<file path="src/rtl/seq_alu_pkg.sv">
// seq_alu_pkg: shared opcode and FSM state types for the sequential ALU.
package seq_alu_pkg;

    typedef enum logic [2:0] {
        OP_ADD = 3'd0,
        OP_SUB = 3'd1,
        OP_AND = 3'd2,
        OP_OR  = 3'd3,
        OP_XOR = 3'd4,
        OP_SLL = 3'd5,
        OP_SRA = 3'd6,
        OP_MUL = 3'd7
    } op_e;

    typedef enum logic [1:0] {
        ST_IDLE = 2'd0,
        ST_BUSY = 2'd1,
        ST_DONE = 2'd2
    } state_e;

    function automatic logic is_shift(input op_e op);
        return (op == OP_SLL) || (op == OP_SRA);
    endfunction

endpackage

</file>
<file path="src/rtl/seq_alu_mul.sv">
// seq_alu_mul: iterative shift-add unsigned multiplier, one partial product
// per cycle for WIDTH cycles after start. Only built when SEQ_ALU_MUL_EN is
// defined. done is high during the last iteration cycle and p carries the
// final product in that same cycle, so the parent can latch it on that edge.
module seq_alu_mul #(
    parameter int WIDTH = 8
) (
    input  logic                 clk,
    input  logic                 rst,
    input  logic                 start,
    input  logic [WIDTH-1:0]     a,
    input  logic [WIDTH-1:0]     b,
    output logic                 done,
    output logic [2*WIDTH-1:0]   p
);

    localparam int SHW = $clog2(WIDTH);

    logic               busy;
    logic [SHW-1:0]     cnt;
    logic [WIDTH-1:0]   hi;
    logic [WIDTH-1:0]   lo;
    logic [WIDTH-1:0]   mcand;
    logic [WIDTH:0]     sum;

    // Next {hi,lo}: add multiplicand when the current multiplier bit is set, then shift right.
    always_comb begin
        sum = {1'b0, hi} + {1'b0, (lo[0] ? mcand : '0)};
        p   = {sum, lo[WIDTH-1:1]};
    end

    assign done = busy && (cnt == '0);

    // Down-counter sequencing of the WIDTH iterations.
    always_ff @(posedge clk) begin
        if (rst) begin
            busy  <= 1'b0;
            cnt   <= '0;
            hi    <= '0;
            lo    <= '0;
            mcand <= '0;
        end else if (start) begin
            busy  <= 1'b1;
            cnt   <= SHW'(WIDTH - 1);
            hi    <= '0;
            lo    <= b;
            mcand <= a;
        end else if (busy) begin
            {hi, lo} <= p;
            if (cnt == '0) begin
                busy <= 1'b0;
            end else begin
                cnt <= cnt - SHW'(1);
            end
        end
    end

endmodule

</file>
<file path="src/rtl/seq_alu.sv">
// seq_alu: sequential ALU with valid/ready handshake on both sides.
// Optional multiplier enabled by defining SEQ_ALU_MUL_EN; without it op=7
// returns zero in one cycle.
//
// state   | meaning
// --------+-----------------------------------------------------------
// ST_IDLE | ready for a request (in_ready=1 unless rst)
// ST_BUSY | multi-cycle op running (shift: 1 bit/cycle, mul: WIDTH cycles)
// ST_DONE | result valid, held until out_ready
module seq_alu
    import seq_alu_pkg::*;
#(
    parameter int WIDTH = 8,
    localparam int SHW  = $clog2(WIDTH)
) (
    input  logic              clk,
    input  logic              rst,
    input  logic              in_valid,
    output logic              in_ready,
    input  logic [2:0]        op,
    input  logic [WIDTH-1:0]  a,
    input  logic [WIDTH-1:0]  b,
    input  logic [SHW-1:0]    shamt,
    output logic              out_valid,
    input  logic              out_ready,
    output logic [WIDTH-1:0]  s,
    output logic              z,
    output logic              o,
    output logic              c
);

    state_e             state;
    op_e                op_q;
    logic [WIDTH-1:0]   work;
    logic [SHW-1:0]     cnt;

    logic [WIDTH:0]     add_full;
    logic [WIDTH:0]     sub_full;
    logic [WIDTH-1:0]   fast_s;
    logic               fast_c;
    logic               fast_o;
    logic               is_multi;
    logic [WIDTH-1:0]   step_s;
    logic               step_c;

    assign in_ready  = (state == ST_IDLE) && !rst;
    assign out_valid = (state == ST_DONE);

`ifdef SEQ_ALU_MUL_EN
    logic                 mul_start;
    logic                 mul_done;
    logic [2*WIDTH-1:0]   mul_p;

    assign mul_start = in_valid && in_ready && (op_e'(op) == OP_MUL);

    seq_alu_mul #(.WIDTH(WIDTH)) u_mul (
        .clk   (clk),
        .rst   (rst),
        .start (mul_start),
        .a     (a),
        .b     (b),
        .done  (mul_done),
        .p     (mul_p)
    );
`endif

    // Single-cycle results straight from the request operands.
    always_comb begin
        add_full = {1'b0, a} + {1'b0, b};
        sub_full = {1'b0, a} + {1'b0, ~b} + {{WIDTH{1'b0}}, 1'b1};
        fast_s   = '0;
        fast_c   = 1'b0;
        fast_o   = 1'b0;
        case (op_e'(op))
            OP_ADD: begin
                fast_s = add_full[WIDTH-1:0];
                fast_c = add_full[WIDTH];
                fast_o = (a[WIDTH-1] == b[WIDTH-1]) && (add_full[WIDTH-1] != a[WIDTH-1]);
            end
            OP_SUB: begin
                fast_s = sub_full[WIDTH-1:0];
                fast_c = sub_full[WIDTH];
                fast_o = (a[WIDTH-1] != b[WIDTH-1]) && (sub_full[WIDTH-1] != a[WIDTH-1]);
            end
            OP_AND:          fast_s = a & b;
            OP_OR:           fast_s = a | b;
            OP_XOR:          fast_s = a ^ b;
            OP_SLL, OP_SRA:  fast_s = a;
            default:         fast_s = '0;
        endcase
    end

    // Requests that need BUSY cycles: nonzero shifts, and MUL when built in.
    always_comb begin
        is_multi = is_shift(op_e'(op)) && (shamt != '0);
`ifdef SEQ_ALU_MUL_EN
        if (op_e'(op) == OP_MUL) begin
            is_multi = 1'b1;
        end
`endif
    end

    // One-bit shift step on the working register; step_c is the bit falling off.
    always_comb begin
        if (op_q == OP_SRA) begin
            step_s = {work[WIDTH-1], work[WIDTH-1:1]};
            step_c = work[0];
        end else begin
            step_s = {work[WIDTH-2:0], 1'b0};
            step_c = work[WIDTH-1];
        end
    end

    // Control FSM with registered result and flags.
    always_ff @(posedge clk) begin
        if (rst) begin
            state <= ST_IDLE;
            op_q  <= OP_ADD;
            work  <= '0;
            cnt   <= '0;
            s     <= '0;
            z     <= 1'b0;
            o     <= 1'b0;
            c     <= 1'b0;
        end else begin
            case (state)
                ST_IDLE: begin
                    if (in_valid) begin
                        op_q <= op_e'(op);
                        work <= a;
                        cnt  <= shamt - SHW'(1);
                        if (is_multi) begin
                            state <= ST_BUSY;
                        end else begin
                            s     <= fast_s;
                            z     <= (fast_s == '0);
                            o     <= fast_o;
                            c     <= fast_c;
                            state <= ST_DONE;
                        end
                    end
                end
                ST_BUSY: begin
                    if (is_shift(op_q)) begin
                        work <= step_s;
                        if (cnt == '0) begin
                            s     <= step_s;
                            z     <= (step_s == '0);
                            o     <= 1'b0;
                            c     <= step_c;
                            state <= ST_DONE;
                        end else begin
                            cnt <= cnt - SHW'(1);
                        end
                    end
`ifdef SEQ_ALU_MUL_EN
                    else if (mul_done) begin
                        s     <= mul_p[WIDTH-1:0];
                        z     <= (mul_p[WIDTH-1:0] == '0);
                        o     <= |mul_p[2*WIDTH-1:WIDTH];
                        c     <= 1'b0;
                        state <= ST_DONE;
                    end
`endif
                end
                ST_DONE: begin
                    if (out_ready) begin
                        state <= ST_IDLE;
                    end
                end
                default: state <= ST_IDLE;
            endcase
        end
    end

endmodule

</file>
<file path="config.mk">
export PLATFORM = sky130hd
export DESIGN_NAME = seq_alu
export DESIGN_NICKNAME = d
export VERILOG_FILES = /design/src/rtl/seq_alu_pkg.sv /design/src/rtl/seq_alu_mul.sv /design/src/rtl/seq_alu.sv
export SDC_FILE = /design/constraint.sdc
export NUM_CORES = 1
export LEC_CHECK = 0
export ABC_AREA = 0
export BUFFER_PORTS_ARGS = -buffer_cell sky130_fd_sc_hd__buf_2
export CAP_MARGIN = 40
export CORE_AREA = 2 2 67 133
export CTS_BUF_LIST = sky130_fd_sc_hd__clkbuf_4
export DETAILED_ROUTE_END_ITERATION = 16
export DIE_AREA = 0 0 69 135
export HOLD_SLACK_MARGIN = 0.05
export SLEW_MARGIN = 20
export SYNTH_ARGS = -nofsm -noshare
export SYNTH_HDL_FRONTEND = slang
export SYNTH_HIERARCHICAL = 1
export SYNTH_SLANG_ARGS = --single-unit
</file>
<file path="constraint.sdc">
create_clock -name clk -period 2.55 [get_ports clk]
set_input_delay 0.51 -clock clk [delete_from_list [all_inputs] [get_ports clk]]
set_output_delay 0.51 -clock clk [all_outputs]
set_load 0.1 [all_outputs]
</file>
==> reports/results.ini, run 1 <==
[die]
die_h_um=135
die_area_um2=9315
start_util_pct=34.42
core_area_um2=8233
pin_count=39
rows=47
fp.dieW_um=69

[synth]
netlist_instances=382
yosysWarnings=6
syn_avg_cell_area_um2=7.419
async_reset_ff_share_pct=0
muxShareOfSynthArea_pct=6.269
ys_top_cells_by_area=dfxtp_1, ha_1, nand2_1, a21oi_1, o21ai_0
synth_compound_area_share_pct=30.38
synth_top_family_by_area=compound AO/OA/AOI/OAI gates
synth_common_cells=nand2_1, a21oi_1, dfxtp_1
synth.cell_area_um2=2834
synthXorXnorAreaFrac_pct=1.854
synth_top_area_cell=dfxtp_1
synth_top_area_share_pct=19.07
synth-seq-cells=27
synth_edf_count=0
synth_fa_ha_area_share_pct=12.89
yosysSeqAreaShare_pct=19.07
synth_nets=436
synth.distinct_cells=64
yosysMostFrequentCell=nand2_1
synth_ff_type=dfxtp_1
synthSimpleGateAreaFrac_pct=20.93

[detailed_routing]
vias=3011
dr.pass1.iters=4
drc=0
wl_per_cell_um=16.64
ant_nets=0
initialDrtViolationCount=227
viasPerCell=5.660
wirelength_um=8853

[worst_setup_path]
cp_data_required_time_ns=2.85
crit_fanout=3
endpoint_kind=flop
rrSetupSlack_ns=0.68
cp-startpoint=a[0]
critPathArrivalTime_ns=2.59
r2r_cells=7
startpoint_type=primary input
critical_path_class=primary input to flop
reg2reg_to=s[5]
r2r_start=state[0]

[hold_path]
hold_path_depth=3
min_to=state[1]
hold_class=primary input to flop
hold_start=out_ready

[clock_tree]
cts_num_sinks=27
cts.repair.resized=0
tritoncts.num_buffers=3
hold_buffers=0
htreeDepth=1
cts_tree=built
clk_pin_slew_ns=0.16
cts_buffer_depth=2
clock_latency_ns=0.36
root_buffer=clkbuf_4
postCtsSetupBuffers=0

[sta]
rsz0062_at_grt=no
period_minus_slack_ns=2.289
holdWs_ns=0.3906
setup_viol_count_final=0
fin_ws_ns=0.2605
drv_slew=0
hold_viol_final=0
worstMarginPinSlew_ns=0.5448
finalCritPeriodShare_pct=89.78
slew_headroom_pct=63.54
max_freq_mhz=436.8
fin_worst_skew_ns=0.001800

[global_route]
grtUsageMet3_pct=1.642
grt_max_degree=29
antenna_found_initial=1
overflow=0
use_met2_pct=38.57
grt_pass1_vias=2980
top_usage_layer=met2
grt_first_pass_wirelength_um=14660
grt_usage_pct=19.62
met1_usage_pct=18.44

[placement]
dpl.hpwl_um=7157
dp_slack_ns=-0.1635
io_buffers=38
place_congestion=0.9261

[power_and_ir_drop]
ir_drop_mv=0.1698
power_frac_comb_pct=49.2
p_seq_share_pct=35.7
powerDensity_nw_per_um2=416.3
p_int_mw=0.7622
power_frac_clock_pct=15.0
leakage_nw=1.484
p_sw_mw=0.6181
p_sw_share_pct=44.78

[final_layout]
multiInputGateArea_um2=2057
nNetsFinal=488
drive_above_1_share_pct=23.33
area_delta_synth_final_pct=17.00
seqCellArea_um2=540.5
nFillCells=893

[outcome]
outcome=finished clean

[run]
cap_violations=0

==> cells in the final DEF (no fill, tap or decap), types with 4 or more instances in the layout <==
cell type,netlist,routed
nand3_1,9,9
o21ai_0,25,25
nor2_1,22,22
ha_1,26,26
nand2_1,51,51
a21o_1,8,8
buf_4,2,37
mux2i_1,11,11
xor2_1,4,4
nand2b_1,7,7
nor3_1,10,9
o22ai_1,5,5
a22oi_1,4,4
inv_1,23,23
buf_2,9,38
dfxtp_1,27,27
a31oi_1,8,8
a21oi_1,29,29
o211ai_1,8,8
==> registers in the layout, indices dropped and copies added, names as in the netlist <==
| name | flops |
|---|---|
| state | 2 |
| s | 8 |
| cnt | 3 |
| z | 1 |
| c | 1 |
| work | 8 |
| op_q | 3 |
| o | 1 |
==> worst max path at each step <==
stage                          end  cells after the start
after floorplan           in_ready                      2
after CTS                        z                     10
final                            z                     10
after global routing             z                     10
after detailed placement         z                     10
after global placement           z                     10
==> power groups by stage <==
stage	clock [mW]	combinational, mW	sequential (mW)
after floorplan	0	0.386	0.587
after global placement	0	0.670	0.501
after detailed placement	0	0.678	0.501
final	0.208	0.679	0.493
after global routing	0.233	0.741	0.498
after CTS	0.211	0.679	0.492
==> cell type report <==
class | count | area share, %
antenna | 1 | 0.07547
clock buffer | 3 | 0.6792
tap | 98 | 3.698
multi-input combinational | 301 | 62.04
clock inverter | 1 | 0.1509
timing repair buffer | 75 | 14.11
sequential | 27 | 16.30
inverter | 26 | 2.943
==> per-layer routing <==
layer  share of wire [%]  vias to the layer above
li1                    -                     1477
met1                  35                     1424
met2                  56                       74
met3                 2.1                       36
met4                 6.5                        0
met5                   0                        -
==> stage by stage <==
stage	setup TNS (ns)	util, %	instance area [um2]	instances	total power [mW]
global placement	-0.2141	39.91	3286	527	1.170
detailed placement	-0.2933	39.91	3286	527	1.179
global route	0	40.27	3316	532	1.472
finish	0	40.27	3316	532	1.380
floorplan	0	-	2841	382	0.9731
CTS	0	40.24	3313	531	1.382
==> logic make-up (layout without fill, tap and decap cells) <==
kind of cell | after synthesis | after routing
and+or+nand+nor | 125 | 125
adders and majority gates | 28 | 28
AOI/OAI and AO/OA | 125 | 125
DFF | 27 | 27
xor gates and xnor gates | 6 | 6
buffers and inverters | 54 | 105
muxes | 17 | 17
other | 0 | 1
==> critical path, stage by stage <==
cell,delay (ns)
buf_2,0.11
ha_1,0.21
fa_1,0.42
buf_4,0.16
xor2_1,0.15
a222oi_1,0.30
o211ai_1,0.16
nor3_1,0.27
nand3b_1,0.12
o31ai_2,0.17
No activity file was read; power rests on OpenSTA's default activity.
==> run 2: changes to the inputs <==
--- a/config.mk
+++ b/config.mk
@@ -10,6 +10,6 @@
 export CAP_MARGIN = 40
-export CORE_AREA = 2 2 67 133
+export CORE_AREA = 2 2 60 119
 export CTS_BUF_LIST = sky130_fd_sc_hd__clkbuf_4
 export DETAILED_ROUTE_END_ITERATION = 16
-export DIE_AREA = 0 0 69 135
+export DIE_AREA = 0 0 62 121
 export HOLD_SLACK_MARGIN = 0.05
==> constraint.sdc (replaced) <==
create_clock -name clk -period 2.55 [get_ports clk]
set_input_delay 0.765 -clock clk [delete_from_list [all_inputs] [get_ports clk]]
set_output_delay 0.765 -clock clk [all_outputs]
set_load 0.1 [all_outputs]
==> run 2 against run 1 <==
Clock skew increased by 0.0031 ns. Fmax decreased by 8.5%. Critical path depth stayed put. Via count rose by 2.6%. Flip-flop and latch count did not move. Largest power group unchanged. Highest routed layer unchanged.
==> reports/results.ini, run 2 (synthesis gave the netlist of run 1 again) <==
[outcome]
outcome=finished clean

[clock_tree]
root_buffer=clkbuf_4
cts_tree=built
hold_buffers=0  ; unchanged
clk_pin_slew_ns=0.14  ; -0.02 ns
cts_num_sinks=27  ; unchanged
cts_buffer_depth=2  ; unchanged
tritoncts.num_buffers=3  ; unchanged
htreeDepth=1  ; unchanged
clock_latency_ns=0.35  ; about the same

[power_and_ir_drop]
ir_drop_mv=0.1930  ; +14%
p_int_mw=0.8111  ; +6.4%
power_frac_clock_pct=14.5  ; -0.5 points
p_seq_share_pct=34.1  ; -1.6 points
leakage_nw=1.602  ; +8.0%
power_frac_comb_pct=51.4  ; +2.2 points
powerDensity_nw_per_um2=403.9  ; -3.0%
p_sw_mw=0.6216  ; +0.57%
total_power_mw=1.433  ; +3.8%
p_sw_share_pct=43.39  ; -1.4 points

[worst_setup_path]
endpoint_kind=flop
critPathArrivalTime_ns=2.79  ; +0.20 ns
crit_fanout=4  ; +1
max_stage_delay_ns=0.46  ; +0.04 ns
path_cells=buf_2 -> buf_4 -> ha_1 -> o21bai_1 -> a21oi_1 -> o31ai_1 -> a2111oi_0 -> a31oi_1 -> xnor2_1 -> o31ai_2
critical_path_class=primary input to flop
cp_data_required_time_ns=2.84  ; about the same
cp_slowest_cell=a2111oi_0
startpoint_type=primary input

[final_layout]
final_cell_mix=buf_4, nand2_1, buf_2
post-route-util_pct=54.00  ; +14 points
instances_no_fill=543  ; +2.1%
largestRegisters=s: 8 flops, work: 8 flops
drive_above_1_share_pct=29.07  ; +5.7 points
nNetsFinal=509  ; +4.3%
layout_commonest_cell=buf_4
stdcell_area_um2=3547  ; +7.0%
area_delta_synth_final_pct=25.17

[detailed_routing]
wirelength_um=8744  ; -1.2%
viasPerCell=5.689  ; +0.51%
m1WireLength_um=3141  ; +1.3%
initialDrtViolationCount=181  ; -20%
wl_per_cell_um=16.10  ; -3.2%
dr.pass1.iters=5  ; +1
highest_layer=met4
ant_nets=0  ; unchanged
drc=0  ; unchanged
dr_wl_met3_um=283  ; +51%
vias=3089  ; +2.6%
dr_wl_met2_um=4917  ; -1.5%

[die]
rows=42  ; -11%
start_util_pct=43.14  ; +8.7 points
pin_count=39  ; unchanged
die_h_um=121  ; -10%
die_area_um2=7502  ; -19%
fp.dieW_um=62  ; -10%
core_area_um2=6569  ; -20%

[global_route]
overflow=0  ; unchanged
grt_usage_pct=24.18  ; +4.6 points
antenna_found_initial=1  ; unchanged
grt_first_pass_wirelength_um=13540  ; -7.6%
grt_pass1_vias=2895  ; -2.9%
grt_max_degree=29  ; unchanged

[sta]
slew_headroom_pct=49.24  ; -14 points
period_minus_slack_ns=2.502  ; +0.2124 ns
drv_slew=0  ; unchanged
fin_ws_ns=0.04808  ; -0.2124 ns
hold_viol_final=0  ; unchanged
finalCritPeriodShare_pct=98.11  ; +8.3 points
fin_tns_setup_ns=0  ; unchanged
worstMarginPinSlew_ns=0.7598  ; +0.2150 ns
setup_viol_count_final=0  ; unchanged
fin_worst_skew_ns=0.004903  ; +0.003102 ns
holdWs_ns=0.4617  ; +0.07109 ns
max_freq_mhz=399.7  ; -8.5%

[placement]
io_buffers=38  ; unchanged
dp_cells=538  ; +2.1%
placed_area_um2=3475  ; +5.8%
dpl.hpwl_um=7021  ; -1.9%
place_congestion=0.8888  ; -4.0%
dp_slack_ns=-0.3525  ; -0.1890 ns

[run]
cap_violations=0  ; unchanged

[hold_path]
hold_class=flop to flop

-- run 2: cell type report --
class | instances | area [um2]
fillers | 672 | 3022
multi-input cells | 301 | 2126
repair buffers | 96 | 640.6
flip-flops and latches | 27 | 540.5
well taps | 88 | 110.1
inverters | 26 | 97.59
clock buffers | 4 | 30.03
diodes | 1 | 2.502
-- run 2: worst max-delay path, delay by kind of cell --
family	cells	cell delay [ns]
adder cells (fa/ha/maj)	1	0.19
buffers and inverters	2	0.25
AO/OA/AOI/OAI	6	1.43
XOR/XNOR	1	0.16
-- run 2: path summary, 6_finish.rpt --
| check | to | cells after the start | slack (ns) | startpoint |
|---|---|---|---|---|
| max | o | 10 | 0.05 | a[1] |
| min | s[4] | 2 | 0.46 | s[4] |
| max reg2reg | z | 5 | 0.58 | state[0] |
| min reg2reg | s[4] | 2 | 0.46 | s[4] |
-- run 2: power groups by stage --
stage          Combinational (mW)  Clock [mW]  Sequential [mW]
4_1_cts                     0.721       0.211            0.488
3_3_place_gp                0.712           0            0.497
3_5_place_dp                0.719           0            0.497
5_1_grt                     0.797       0.224            0.493
2_1_floorplan               0.391           0            0.587
6_report                    0.736       0.208            0.489
-- run 2: per-layer routing --
layer  GRT usage (%)  up-vias
met4           12.23        0
li1                -     1519
met1           24.18     1452
met5               0        -
met2           45.57       91
met3           1.812       27
-- run 2: what timing repair did --
action	CTS	global route
resized for setup	0	8
endpoints found under the setup margin	0	5
buffers inserted	0	0
